[src/rtl/seq_alu.sv]
// rtl/seq_alu.sv - sequential ALU with valid/ready handshake and shift-add multiply
// One operation in flight; result and flags held in DONE until the consumer takes them.
module seq_alu #(
  parameter int WIDTH  = 8,
  parameter int MUL_EN = 1
) (
  input  logic             clk,
  input  logic             rst_n,
  input  logic             in_valid,
  output logic             in_ready,
  input  logic [WIDTH-1:0] a,
  input  logic [WIDTH-1:0] b,
  input  logic [2:0]       signal,
  output logic             out_valid,
  input  logic             out_ready,
  output logic [WIDTH-1:0] out,
  output logic             zero,
  output logic             carry,
  output logic             overflow
);

  localparam int CW = $clog2(WIDTH);
  localparam int MSB = WIDTH - 1;

  typedef enum logic [1:0] {IDLE, MUL, DONE} state_t;

  state_t state, state_next;

  logic [WIDTH-1:0]   res_q;
  logic               carry_q;
  logic               ovf_q;
  logic [2*WIDTH-1:0] acc_q;
  logic [2*WIDTH-1:0] mcand_q;
  logic [WIDTH-1:0]   mplier_q;
  logic [CW-1:0]      cnt_q;

  logic [WIDTH:0]     sum;
  logic [WIDTH-1:0]   alu_res;
  logic               alu_c;
  logic               alu_v;
  logic [2*WIDTH-1:0] acc_next;
  logic               start_mul;
  logic               mul_last;

  // Single-cycle datapath works on the live inputs; its result is captured at accept.
  always_comb begin
    sum     = '0;
    alu_res = '0;
    alu_c   = 1'b0;
    alu_v   = 1'b0;
    case (signal)
      3'b000: alu_res = a & b;
      3'b001: alu_res = a | b;
      3'b100: alu_res = a ^ b;
      3'b101: alu_res = ~(a | b);
      3'b010: begin
        sum     = {1'b0, a} + {1'b0, b};
        alu_res = sum[WIDTH-1:0];
        alu_c   = sum[WIDTH];
        alu_v   = (a[MSB] == b[MSB]) && (alu_res[MSB] != a[MSB]);
      end
      3'b110: begin
        sum     = {1'b0, a} + {1'b0, ~b} + (WIDTH+1)'(1);
        alu_res = sum[WIDTH-1:0];
        alu_c   = sum[WIDTH];
        alu_v   = (a[MSB] != b[MSB]) && (alu_res[MSB] != a[MSB]);
      end
      3'b111: alu_res = {{(WIDTH-1){1'b0}}, ($signed(a) < $signed(b))};
      default: ;
    endcase
  end

  assign start_mul = (signal == 3'b011) && (MUL_EN != 0);
  assign mul_last  = (cnt_q == CW'(WIDTH - 1));
  assign acc_next  = mplier_q[0] ? (acc_q + mcand_q) : acc_q;

  always_comb begin
    state_next = state;
    case (state)
      IDLE:    if (in_valid) state_next = start_mul ? MUL : DONE;
      MUL:     if (mul_last) state_next = DONE;
      DONE:    if (out_ready) state_next = IDLE;
      default: state_next = IDLE;
    endcase
  end

  always_ff @(posedge clk or negedge rst_n) begin
    if (!rst_n) begin
      state    <= IDLE;
      res_q    <= '0;
      carry_q  <= 1'b0;
      ovf_q    <= 1'b0;
      acc_q    <= '0;
      mcand_q  <= '0;
      mplier_q <= '0;
      cnt_q    <= '0;
    end else begin
      state <= state_next;
      case (state)
        IDLE: begin
          if (in_valid) begin
            res_q    <= alu_res;
            carry_q  <= alu_c;
            ovf_q    <= alu_v;
            acc_q    <= '0;
            mcand_q  <= {{WIDTH{1'b0}}, a};
            mplier_q <= b;
            cnt_q    <= '0;
          end
        end
        MUL: begin
          acc_q    <= acc_next;
          mcand_q  <= mcand_q << 1;
          mplier_q <= mplier_q >> 1;
          cnt_q    <= cnt_q + CW'(1);
          // Final iteration latches the product so DONE presents it directly.
          if (mul_last) begin
            res_q   <= acc_next[WIDTH-1:0];
            carry_q <= |acc_next[2*WIDTH-1:WIDTH];
            ovf_q   <= 1'b0;
          end
        end
        default: ;
      endcase
    end
  end

  assign in_ready  = (state == IDLE);
  assign out_valid = (state == DONE);
  assign out       = out_valid ? res_q : '0;
  assign zero      = out_valid && (res_q == '0);
  assign carry     = out_valid && carry_q;
  assign overflow  = out_valid && ovf_q;

endmodule

[config.mk]
export PLATFORM = sky130hd
export DESIGN_NAME = seq_alu
export DESIGN_NICKNAME = d
export VERILOG_FILES = /design/src/rtl/seq_alu.sv
export SDC_FILE = /design/constraint.sdc
export NUM_CORES = 1
export LEC_CHECK = 0
export CAP_MARGIN = 10
export CORE_UTILIZATION = 30
export DETAILED_ROUTE_END_ITERATION = 10
export HOLD_SLACK_MARGIN = 0.12
export REMOVE_ABC_BUFFERS = 1
export SYNTH_ARGS = -nofsm -noshare
export SYNTH_HDL_FRONTEND = slang
export SYNTH_SLANG_ARGS = --single-unit
export TNS_END_PERCENT = 100
[constraint.sdc]
create_clock -name clk -period 3.38 [get_ports clk]
set_input_delay 0.845 -clock clk [delete_from_list [all_inputs] [get_ports clk]]
set_output_delay 0.845 -clock clk [all_outputs]
set_load 0.02 [all_outputs]
==> impl_metrics.ini <==
[floorplan]
core_area_sq_um = 14600
die_area_sq_um = 15600
rows = 44
die_h_microns = 125
initial_utilization = 0.309
io_pins = 36
die_x_microns = 125

[global_routing]
gr-max-usage-layer = met2
antenna_found_initial = 0
grt.total_usage = 0.167
grt_pass1_wl_microns = 20900
grt_max_degree = 57
grt.overflow.total = 0
use_met2 = 0.275
grt_pass1_vias = 4167
use_met3 = 0.0249
grt_util_met1 = 0.221

[logic_synthesis]
ys_seq_elements = 55
yosys_warnings = 0
synth_edf_count = 0
yosys.cell_types.count = 64
syn_area_sq_um = 4530
syn_inst = 552
async_flop_share = 1.00
synth.yosys.seq_area_share = 0.304
synth_area_per_cell_sq_um = 8.20
ys.flop_type = dfrtp_1

[setup_path]
worstPathMaxFanout = 4
worstPathArrival_ns = 3.40
cp-end-kind = flop
regToRegSetupSlack_ns = 0.17
timing.rr.start = mcand_q[0]$_DFFE_PN0P_
required_ns = 3.57
reg2reg_depth = 10
critPathKind = reg2reg
crit_path_start = mcand_q[0]$_DFFE_PN0P_
cp-start-kind = flop

[pwr]
pwr-share-seq = 0.354
combPwrFrac = 0.441
p_per_area_nw_per_um2 = 540
clockPowerShare = 0.205
p_sw_uw = 1180
p_sw_frac = 0.401
power_uw = 2940
power.leakage_uw = 0.00257
vdd_drop_max_uv = 321
internal-power_uw = 1760

[final_layout]
syn_to_final_growth_pct = 20.3
final_cell_mix = nor2_1 (55), dfrtp_1 (55), a21oi_1 (53), nand2_1 (49), ha_1 (41)
fin_nets = 665
final_cells = 783
drive_gt1_frac = 0.109
final_core_util = 0.372
diodes = 0

[placement]
portBuffers = 35
hpwl_microns = 9600
dpl.cell_count = 775
place.gp.congestion = 0.912

[flow_run]
max-cap-violations = 0

[routing]
vias = 4164
route.final.wire_length_microns = 12500
drtIter0Drc = 301
antenna_left = 0
drc_errors = 2
wl_per_cell_microns = 15.9
drt-pass1-iter-count = 8
avgViaCountPerCell = 5.32

[clock_network]
cts_sinks = 55
cts_setup_buffers = 0
cts_tree = done
cts_hold_buf = 0
numCtsBuffers = 5
post_cts_resized = 0
insertion_delay_ns = 0.30
clockBufferDepth = 2
htree_levels = 2
cts-root-buf = clkbuf_16
clk_pin_slew_ns = 0.08

[timing]
skew_ns = 0.00904
rsz0062_at_grt = false
fin_crit_ns = 3.21
drv_slew = 0
fin_crit_sh = 0.950
relSlewSlack = 0.543
fmax_mhz = 311
finalHoldViolations = 0
hold-worst-slack_ns = 0.487
tightestPinTransition_ns = 0.685
setup_viol = 0

[hold_path]
hp-start = mplier_q[5]$_DFFE_PN0P_
holdPathStages = 2
hold_path_class = reg2reg

[outcome]
status = complete, but fails checks
violations = DRC
## cell families (layout without fill, tap and decap cells)
logic type / Yosys count / count (layout) / share of synthesized area
flip-flops: 55 / 55 / 0.304
XOR/XNOR: 17 / 17 / 0.0329
AO/OA/AOI/OAI: 187 / 187 / 0.270
multiplexers: 14 / 14 / 0.0326
buffers and inverters: 67 / 114 / 0.0578
AND/OR/NAND/NOR: 168 / 168 / 0.176
adder cells (fa/ha/maj): 44 / 44 / 0.127
## layer usage
| metal | wire [microns] | vias to the layer above |
|---|---|---|
| li1 | - | 2052 |
| met1 | 5990 | 1999 |
| met2 | 5720 | 94 |
| met3 | 481 | 19 |
| met4 | 295 | 0 |
| met5 | 0 | - |
## sequential cells by signal, indices dropped and copies added, names as in the netlist
signal and cells:
mcand_q 16, ovf_q 1, mplier_q 8, cnt_q 3, state 2, carry_q 1
acc_q 16, res_q 8
## cell type report
class                   instances  area (sq um)
clock buffers                   6           129
clock inverters                 2          38.8
fillers                      1493          9200
inverters                      33           124
multi-input cells             430          2920
flip-flops and latches         55          1380
well taps                     184           230
repair buffers                 73           631
## metrics by stage
step	cell area, sq um	setup TNS, ns	setup slack [ns]
final	5440	0	0.169
after global routing	5440	0	0.00749
after CTS	5440	0	0.0214
after detailed placement	5270	-0.595	-0.288
after global placement	5270	-0.358	-0.224
after floorplan	4390	-1.25	-0.330
## Yosys cell counts, types with 3 or more instances
library cell	n	area (sq um)
mux2i_1	8	80.1
o21bai_1	6	45.0
o211ai_1	3	22.5
nand2_1	49	184
nand3_1	4	20.0
and3_1	6	37.5
clkbuf_1	24	90.1
a22o_1	13	114
a31oi_1	6	37.5
mux2_2	6	67.6
o22ai_1	9	56.3
and2_1	11	68.8
nor3_1	7	35.0
nor2b_1	9	56.3
nand4_1	5	31.3
ha_1	41	513
inv_1	32	120
xor2_1	3	26.3
o21ai_1	9	45.0
a21o_1	15	113
nand3b_1	3	22.5
dfrtp_1	55	1380
a21oi_1	54	270
nor4_1	3	18.8
fa_1	3	60.1
a211oi_1	4	30.0
o2111ai_1	3	26.3
xnor2_1	14	123
nand2b_1	4	25.0
nor2_1	55	206
buf_1	6	22.5
o21a_1	6	45.0
o21ai_0	37	185
## worst max-delay path, cell delays in order, from the launching register on
cell	delay, ns
dfrtp_1	0.43
ha_1	0.23
fa_1	0.42
a21o_1	0.21
a221oi_2	0.39
a21oi_2	0.11
xor2_1	0.18
a2111oi_2	0.41
nand4_1	0.12
or3_1	0.35
o31a_1	0.24
## worst paths after layout
kind / to
min in group asynchronous: mplier_q[3]$_DFFE_PN0P_
max in group asynchronous: acc_q[9]$_DFFE_PN0P_
worst min register to register: mplier_q[5]$_DFFE_PN0P_
worst max register to register: carry_q$_DFFE_PN0P_
worst max-delay path: carry_q$_DFFE_PN0P_
worst min-delay path: mplier_q[5]$_DFFE_PN0P_
## power groups by stage
stage | registers (uW) | logic [uW] | clock network [uW]
finish | 1040 | 1290 | 603
global route | 1070 | 1440 | 641
CTS | 1040 | 1290 | 617
detailed placement | 1050 | 1280 | 0
global placement | 1040 | 1260 | 0
floorplan | 992 | 805 | 0
Note: power is estimated with default switching activity, not from simulation.
